<file path="config.mk">
export PLATFORM = sky130hd
export DESIGN_NAME = crg_jtag_tap_ctrl_flat
export DESIGN_NICKNAME = d
export VERILOG_FILES = /design/src/rtl/crg_jtag_tap_ctrl_if.sv /design/src/rtl/crg_jtag_tap_ctrl.sv /design/src/flat_wrapper.sv
export SDC_FILE = /design/constraint.sdc
export NUM_CORES = 1
export LEC_CHECK = 0
export CAP_MARGIN = 20
export CORE_ASPECT_RATIO = 1.4
export CORE_MARGIN = 10
export CORE_UTILIZATION = 24
export CTS_BUF_LIST = sky130_fd_sc_hd__clkbuf_16
export DETAILED_ROUTE_END_ITERATION = 7
export GPL_ROUTABILITY_DRIVEN = 0
export SLEW_MARGIN = 20
export SYNTH_ARGS = -nofsm -noshare
export SYNTH_HDL_FRONTEND = slang
export SYNTH_SLANG_ARGS = --single-unit
</file>
<file path="constraint.sdc">
create_clock -name tck -period 1.7 [get_ports tck]
set_input_delay 0.34 -clock tck [delete_from_list [all_inputs] [get_ports tck]]
set_output_delay 0.34 -clock tck [all_outputs]
set_load 0.02 [all_outputs]
</file>
<file path="src/rtl/crg_jtag_tap_ctrl_if.sv">
// crg_jtag_tap_ctrl_if: pad-level JTAG pins plus the control/serial lines
// to the chip boundary-scan chain.
//
// Protocol: there is no valid/ready pair. tms/tdi are sampled by the TAP
// on tck rise, tdo/tdo_en change on tck fall, and the bsr_* controls are
// qualified by tck rise in the boundary-scan cells.
interface crg_jtag_tap_ctrl_if;
    logic tms;
    logic tdi;
    logic tdo;
    logic tdo_en;
    logic bsr_tdo;
    logic bsr_tdi;
    logic bsr_capture;
    logic bsr_shift;
    logic bsr_update;
    logic bsr_mode;
    logic tlr_state;

    // Host / boundary-scan side: drives pins into the TAP
    modport master (
        output tms, tdi, bsr_tdo,
        input  tdo, tdo_en, bsr_tdi, bsr_capture, bsr_shift, bsr_update,
               bsr_mode, tlr_state
    );

    // TAP controller side
    modport slave (
        input  tms, tdi, bsr_tdo,
        output tdo, tdo_en, bsr_tdi, bsr_capture, bsr_shift, bsr_update,
               bsr_mode, tlr_state
    );
endinterface

</file>
<file path="src/rtl/crg_jtag_tap_ctrl.sv">
// crg_jtag_tap_ctrl: IEEE 1149.1 TAP controller (16-state FSM, IR, BYPASS,
// IDCODE) driving the chip boundary-scan chain.
// Optional feature macro CRG_JTAG_CLAMP_EN: when defined, opcode 0x3 is
// CLAMP (bsr_mode=1, DR path = bypass). When undefined 0x3 is BYPASS.
// state_dbg and ir_dbg expose the FSM state and the IR update latch.
module crg_jtag_tap_ctrl #(
    parameter int          IR_WIDTH   = 4,
    parameter logic [31:0] IDCODE_VAL = 32'h1000_0C3F
) (
    input  logic                tck,
    input  logic                trstn,
    crg_jtag_tap_ctrl_if.slave  jtag,
    output logic [3:0]          state_dbg,
    output logic [IR_WIDTH-1:0] ir_dbg
);

    typedef enum logic [3:0] {
        TLR      = 4'd0,
        RTI      = 4'd1,
        SEL_DR   = 4'd2,
        CAP_DR   = 4'd3,
        SHIFT_DR = 4'd4,
        EXIT1_DR = 4'd5,
        PAUSE_DR = 4'd6,
        EXIT2_DR = 4'd7,
        UPD_DR   = 4'd8,
        SEL_IR   = 4'd9,
        CAP_IR   = 4'd10,
        SHIFT_IR = 4'd11,
        EXIT1_IR = 4'd12,
        PAUSE_IR = 4'd13,
        EXIT2_IR = 4'd14,
        UPD_IR   = 4'd15
    } tap_state_t;

    localparam logic [IR_WIDTH-1:0] OP_EXTEST = '0;
    localparam logic [IR_WIDTH-1:0] OP_SAMPLE = IR_WIDTH'(1);
    localparam logic [IR_WIDTH-1:0] OP_IDCODE = IR_WIDTH'(2);
`ifdef CRG_JTAG_CLAMP_EN
    localparam logic [IR_WIDTH-1:0] OP_CLAMP  = IR_WIDTH'(3);
`endif

    tap_state_t          state, next_state;
    logic [IR_WIDTH-1:0] ir_sr, ir_latch;
    logic                bypass_reg;
    logic [31:0]         idcode_sr;
    logic                sel_bsr, sel_idcode, mode_sel, dr_out;
    logic                tdo_q, tdo_en_q;

    // TAP state register; trstn forces Test-Logic-Reset at any time
    always_ff @(posedge tck or negedge trstn) begin
        if (!trstn) state <= TLR;
        else        state <= next_state;
    end

    // Next-state graph, instruction decode and boundary-scan controls
    always_comb begin
        next_state = state;
        case (state)
            TLR:      next_state = jtag.tms ? TLR      : RTI;
            RTI:      next_state = jtag.tms ? SEL_DR   : RTI;
            SEL_DR:   next_state = jtag.tms ? SEL_IR   : CAP_DR;
            CAP_DR:   next_state = jtag.tms ? EXIT1_DR : SHIFT_DR;
            SHIFT_DR: next_state = jtag.tms ? EXIT1_DR : SHIFT_DR;
            EXIT1_DR: next_state = jtag.tms ? UPD_DR   : PAUSE_DR;
            PAUSE_DR: next_state = jtag.tms ? EXIT2_DR : PAUSE_DR;
            EXIT2_DR: next_state = jtag.tms ? UPD_DR   : SHIFT_DR;
            UPD_DR:   next_state = jtag.tms ? SEL_DR   : RTI;
            SEL_IR:   next_state = jtag.tms ? TLR      : CAP_IR;
            CAP_IR:   next_state = jtag.tms ? EXIT1_IR : SHIFT_IR;
            SHIFT_IR: next_state = jtag.tms ? EXIT1_IR : SHIFT_IR;
            EXIT1_IR: next_state = jtag.tms ? UPD_IR   : PAUSE_IR;
            PAUSE_IR: next_state = jtag.tms ? EXIT2_IR : PAUSE_IR;
            EXIT2_IR: next_state = jtag.tms ? UPD_IR   : SHIFT_IR;
            UPD_IR:   next_state = jtag.tms ? SEL_DR   : RTI;
            default:  next_state = TLR;
        endcase

        // Anything not EXTEST/SAMPLE/IDCODE falls through to the bypass path
        sel_bsr    = (ir_latch == OP_EXTEST) || (ir_latch == OP_SAMPLE);
        sel_idcode = (ir_latch == OP_IDCODE);
`ifdef CRG_JTAG_CLAMP_EN
        mode_sel   = (ir_latch == OP_EXTEST) || (ir_latch == OP_CLAMP);
`else
        mode_sel   = (ir_latch == OP_EXTEST);
`endif

        if (sel_bsr)         dr_out = jtag.bsr_tdo;
        else if (sel_idcode) dr_out = idcode_sr[0];
        else                 dr_out = bypass_reg;
    end

    // IR shift/update and DR shift paths, all on tck rise
    always_ff @(posedge tck or negedge trstn) begin
        if (!trstn) begin
            ir_sr      <= OP_IDCODE;
            ir_latch   <= OP_IDCODE;
            bypass_reg <= 1'b0;
            idcode_sr  <= IDCODE_VAL;
        end else begin
            if (state == CAP_IR)
                ir_sr <= IR_WIDTH'(1);
            else if (state == SHIFT_IR)
                ir_sr <= {jtag.tdi, ir_sr[IR_WIDTH-1:1]};

            // The latch (and thus decode/bsr_mode) moves only here
            if (next_state == TLR)
                ir_latch <= OP_IDCODE;
            else if (state == UPD_IR)
                ir_latch <= ir_sr;

            if (!sel_bsr && !sel_idcode) begin
                if (state == CAP_DR)        bypass_reg <= 1'b0;
                else if (state == SHIFT_DR) bypass_reg <= jtag.tdi;
            end

            if (sel_idcode) begin
                if (state == CAP_DR)        idcode_sr <= IDCODE_VAL;
                else if (state == SHIFT_DR) idcode_sr <= {jtag.tdi, idcode_sr[31:1]};
            end
        end
    end

    // tdo/tdo_en retimed to tck fall so the host samples them on the next rise
    always_ff @(negedge tck or negedge trstn) begin
        if (!trstn) begin
            tdo_q    <= 1'b0;
            tdo_en_q <= 1'b0;
        end else if (state == SHIFT_IR) begin
            tdo_q    <= ir_sr[0];
            tdo_en_q <= 1'b1;
        end else if (state == SHIFT_DR) begin
            tdo_q    <= dr_out;
            tdo_en_q <= 1'b1;
        end else begin
            tdo_q    <= 1'b0;
            tdo_en_q <= 1'b0;
        end
    end

    assign jtag.tdo         = tdo_q;
    assign jtag.tdo_en      = tdo_en_q;
    assign jtag.bsr_tdi     = jtag.tdi;
    assign jtag.bsr_capture = (state == CAP_DR)   && sel_bsr;
    assign jtag.bsr_shift   = (state == SHIFT_DR) && sel_bsr;
    assign jtag.bsr_update  = (state == UPD_DR)   && sel_bsr;
    assign jtag.bsr_mode    = mode_sel;
    assign jtag.tlr_state   = (state == TLR);
    assign state_dbg        = state;
    assign ir_dbg           = ir_latch;

endmodule

</file>
<file path="src/flat_wrapper.sv">
// flat-port wrapper written by rule: the top's interface ports become plain ports
module crg_jtag_tap_ctrl_flat 
#(
    parameter int          IR_WIDTH   = 4,
    parameter logic [31:0] IDCODE_VAL = 32'h1000_0C3F
)
  (tck, trstn, state_dbg, ir_dbg, jtag_tms, jtag_tdi, jtag_bsr_tdo, jtag_tdo, jtag_tdo_en, jtag_bsr_tdi, jtag_bsr_capture, jtag_bsr_shift, jtag_bsr_update, jtag_bsr_mode, jtag_tlr_state);
  crg_jtag_tap_ctrl_if jtag_i ();
  input  logic tck;
  input  logic trstn;
  output logic [3:0] state_dbg;
  output logic [IR_WIDTH-1:0] ir_dbg;
  input wire logic [$bits(jtag_i.tms)-1:0] jtag_tms;
  input wire logic [$bits(jtag_i.tdi)-1:0] jtag_tdi;
  input wire logic [$bits(jtag_i.bsr_tdo)-1:0] jtag_bsr_tdo;
  output wire logic [$bits(jtag_i.tdo)-1:0] jtag_tdo;
  output wire logic [$bits(jtag_i.tdo_en)-1:0] jtag_tdo_en;
  output wire logic [$bits(jtag_i.bsr_tdi)-1:0] jtag_bsr_tdi;
  output wire logic [$bits(jtag_i.bsr_capture)-1:0] jtag_bsr_capture;
  output wire logic [$bits(jtag_i.bsr_shift)-1:0] jtag_bsr_shift;
  output wire logic [$bits(jtag_i.bsr_update)-1:0] jtag_bsr_update;
  output wire logic [$bits(jtag_i.bsr_mode)-1:0] jtag_bsr_mode;
  output wire logic [$bits(jtag_i.tlr_state)-1:0] jtag_tlr_state;
  assign jtag_i.tms = jtag_tms;
  assign jtag_i.tdi = jtag_tdi;
  assign jtag_i.bsr_tdo = jtag_bsr_tdo;
  assign jtag_tdo = jtag_i.tdo;
  assign jtag_tdo_en = jtag_i.tdo_en;
  assign jtag_bsr_tdi = jtag_i.bsr_tdi;
  assign jtag_bsr_capture = jtag_i.bsr_capture;
  assign jtag_bsr_shift = jtag_i.bsr_shift;
  assign jtag_bsr_update = jtag_i.bsr_update;
  assign jtag_bsr_mode = jtag_i.bsr_mode;
  assign jtag_tlr_state = jtag_i.tlr_state;
  crg_jtag_tap_ctrl #(.IR_WIDTH(IR_WIDTH), .IDCODE_VAL(IDCODE_VAL)) u_core (.tck(tck), .trstn(trstn), .jtag(jtag_i), .state_dbg(state_dbg), .ir_dbg(ir_dbg));
endmodule
</file>
==> Yosys cells after proc, flatten, opt, wreduce, memory -nomap -nowiden <==
Index checks and enable logic that the tools add are counted.
{ "word_totals": {"regBits": 47, "word_cells": 69} }
{ "op_classes": {"eq_ne": 17, "muxes": 27, "reduce_logical": 18} }
{ "ops": {"columns": ["op", "count"], "rows": [
  ["$mux W32", 2],
  ["$pmux W4 S12", 1],
  ["$eq A4 B4 Y1 const B", 8],
  ["$mux W4", 8],
  ["$eq A4 B3 Y1 const B", 4],
  ["$eq A4 B2 Y1 const B", 3],
  ["$logic_not A4 Y1", 3],
  ["$mux W1", 11],
  ["$eq A4 B1 Y1 const B", 2],
  ["$mux W2", 3],
  ["$mux W3", 2],
  ["$reduce_bool A2 Y1", 3],
  ["$logic_and A1 B1 Y1", 4],
  ["$reduce_and A2 Y1", 2],
  ["$reduce_or A2 Y1", 2],
  ["$reduce_or A3 Y1", 1],
  ["$logic_not A1 Y1", 2],
  ["$logic_or A1 B1 Y1", 1]
]} }

==> Logic depth before layout (Yosys ltp) <==
{ "depth": {"ltp_word": 5, "ltp_mapped": 7, "mapped_depth_nobuf": 4} }

==> flow_summary.ini <==
[clock_tree]
cts_tree = built
numCtsBuffers = 5
ctsLongestPathBuffers = 2
cts_htree_levels = 2
cts_root_buf = clkbuf_16
insertion_delay_ns = 0.31
path_clk_slew_ns = 0.06
clock_sinks = 47

[drt]
dr.pass1.iters = 4
via_per_inst = 4.71
num_vias = 1912
antenna_left = 0
wire_per_inst_um = 14.3
first_iter_violations = 68
remaining_drc_errors = 0
wl_mm = 5.79

[timing]
worst_pin_slew_ns = 0.537
fin_ws_ns = -0.543
setup_violations = 41
slew_violations = 0
finClkSkew_ns = 0.0240
hold_viol_final = 0
rsz0062_at_grt = yes
slew_headroom = 0.642

[grt]
grt.busiest_layer = met2
grtUsageTotal = 0.0885
grt_use_met1 = 0.101
overflow = 0
grt_max_degree = 43
grt_first_pass_wirelength_mm = 9.75
grt_pass1_vias = 1985
grt_util_met2 = 0.151
antenna_found_initial = 0
grt_use_met3 = 0.0250

[cells_and_area]
num_antenna_cells = 0
final_cells = 406
mostFrequentLayoutCells = 38 x nand2_1, 28 x dfrtp_1, 27 x o21ai_2, 27 x buf_4, 23 x nand2_4
multi_input_area_um2 = 1240
register_area_um2 = 1200
drive_above_1_share = 0.518
fin_nets = 303
nFillCells = 858
mostFrequentLayoutCell = nand2_1
design_area_um2 = 3580
largest_reg_flops = 32
largest_register = u_core.idcode_sr
area_delta_synth_final_pct = 64.7

[pwr]
power-per-cell-area_nw_per_um2 = 1950
intPower_mw = 4.35
switching_power_mw = 2.64
seq_power_share = 0.260
peakVddDrop_mv = 1.09
swShare = 0.378
power.leakage_nw = 1.56
p_clk_frac = 0.180
combinationalPowerShare = 0.560

[outcome]
violations = setup timing
outcome = finished with violations

[logic_synthesis]
synth_cell_types = 38
syn_avg_cell_area_um2 = 9.02
synth_area_um2 = 2170
synth-seq-area-share = 0.547
ys_seq_elements = 47
synth_warnings = 0
synth_cells = 241
synth_fp_nets = 246

[die]
die_h_um = 133
start_util = 0.243
core_um2 = 8930
die_w_um = 100
std_cell_rows = 41
ioPinCount = 21
die_area_um2 = 13300

[placement]
portBuffers = 20
dp_hpwl_mm = 3.37
place_inst = 376
place_area_um2 = 2670
pre_cts_ws_ns = -0.564

[setup_path]
cp.required_ns = 1.00
r2r_start = u_core.idcode_sr[0]
reg2reg_to = u_core.jtag.tdo
crit_arrival_ns = 1.55
critPathLaunchType = flop
critPathMaxFanout = 2
worstSetupPathType = reg -> reg
regToRegSetupSlack_ns = -0.54
r2r_cells = 4
end_kind = flop

[min_path]
hold_path.class = in -> async

[run]
maxCapViolations = 0
==> cell type report <==
class / count / share of cell area
clock inverter: 3 / 0.0178
clock buffer: 5 / 0.0350
sequential: 47 / 0.335
timing repair buffer: 70 / 0.223
multi-input combinational: 170 / 0.348
tap: 107 / 0.0374
inverter: 4 / 0.00420
==> cell families after synthesis <==
logic type | after synthesis | share of synthesized area
flops | 47 | 0.547
simple gates | 106 | 0.213
buf+inv | 24 | 0.0518
compound gates | 59 | 0.166
mux | 3 | 0.0138
xor+xnor | 2 | 0.00806
==> worst max path at each step <==
stage / start / end / slack, ns / cells past startpoint
4_1_cts: u_core.ir_dbg[0] / u_core.jtag.tdo / -0.55 / 4
6_report: u_core.idcode_sr[0] / u_core.jtag.tdo / -0.54 / 4
2_1_floorplan: u_core.ir_dbg[3] / u_core.jtag.tdo / -0.59 / 4
5_1_grt: u_core.ir_dbg[3] / u_core.jtag.tdo / -0.60 / 4
3_5_place_dp: u_core.ir_dbg[3] / u_core.jtag.tdo / -0.56 / 4
3_3_place_gp: u_core.ir_dbg[3] / u_core.jtag.tdo / -0.55 / 4
==> Yosys cell counts <==
master,count,area share
buf_2,12,0.028
nand3_1,1,0.0023
nor4b_4,1,0.011
nor4_1,3,0.0086
buf_1,1,0.0017
or4_1,1,0.0035
nor2_1,20,0.035
and4bb_2,1,0.0058
or3_1,2,0.0058
nand2b_1,1,0.0029
nand2_1,70,0.12
o2bb2ai_1,1,0.0040
dfrtp_1,34,0.39
xnor2_1,2,0.0081
mux2i_1,3,0.014
dfrtn_1,2,0.023
clkbuf_1,5,0.0086
dfstp_2,11,0.13
buf_4,2,0.0069
and3_1,1,0.0029
nor2b_1,3,0.0086
o221ai_1,1,0.0040
a211o_1,2,0.0081
o211ai_1,2,0.0069
a41o_1,1,0.0046
o2111ai_4,1,0.012
o21ai_0,33,0.076
nand3b_1,1,0.0035
o21a_1,1,0.0035
inv_1,4,0.0069
a221oi_1,1,0.0040
a21o_1,1,0.0035
nand4_1,1,0.0029
a211oi_1,1,0.0035
a21oi_1,4,0.0092
o32ai_1,1,0.0040
a311oi_1,1,0.0040
o21ai_1,8,0.018
==> through the flow <==
step / setup TNS [ns] / power [mW] / hold WS (ns) / utilization
2_1_floorplan: -0.977 / 3.17 / 0.0444 / -
3_3_place_gp: -3.39 / 3.94 / 0.192 / 0.299
5_1_grt: -7.06 / 7.40 / 0.444 / 0.401
3_5_place_dp: -3.60 / 3.97 / 0.196 / 0.299
4_1_cts: -5.79 / 6.67 / 0.427 / 0.384
6_report: -4.59 / 6.99 / 0.430 / 0.401
==> power by group through the flow <==
stage | Clock [mW] | Sequential [mW] | Combinational (mW)
after floorplan | 0 | 1.80 | 1.36
after global placement | 0 | 1.72 | 2.22
after detailed placement | 0 | 1.73 | 2.24
after CTS | 1.28 | 1.77 | 3.63
after global routing | 1.32 | 1.86 | 4.22
final | 1.26 | 1.82 | 3.91
==> critical path: stages, from the launching register on <==
cell	delay (ns)
dfstp_2	0.38
or4_4	0.53
o21ai_2	0.08
a21oi_2	0.06
a41o_1	0.20
==> timing repair <==
item	4_1_cts	5_1_grt
buffers inserted	11	8
resized for setup	161	49
pin swaps	43	19
hold endpoints to repair	2	0
setup endpoints to repair	50	42
cloned	8	0
hold buffers	1	0
==> metal layers <==
layer	part of all wire	wire length, um
met5	0	0
met4	0.021	123
met3	0.035	205
met2	0.54	3120
met1	0.41	2350
Note: power is estimated with default switching activity, not from simulation.
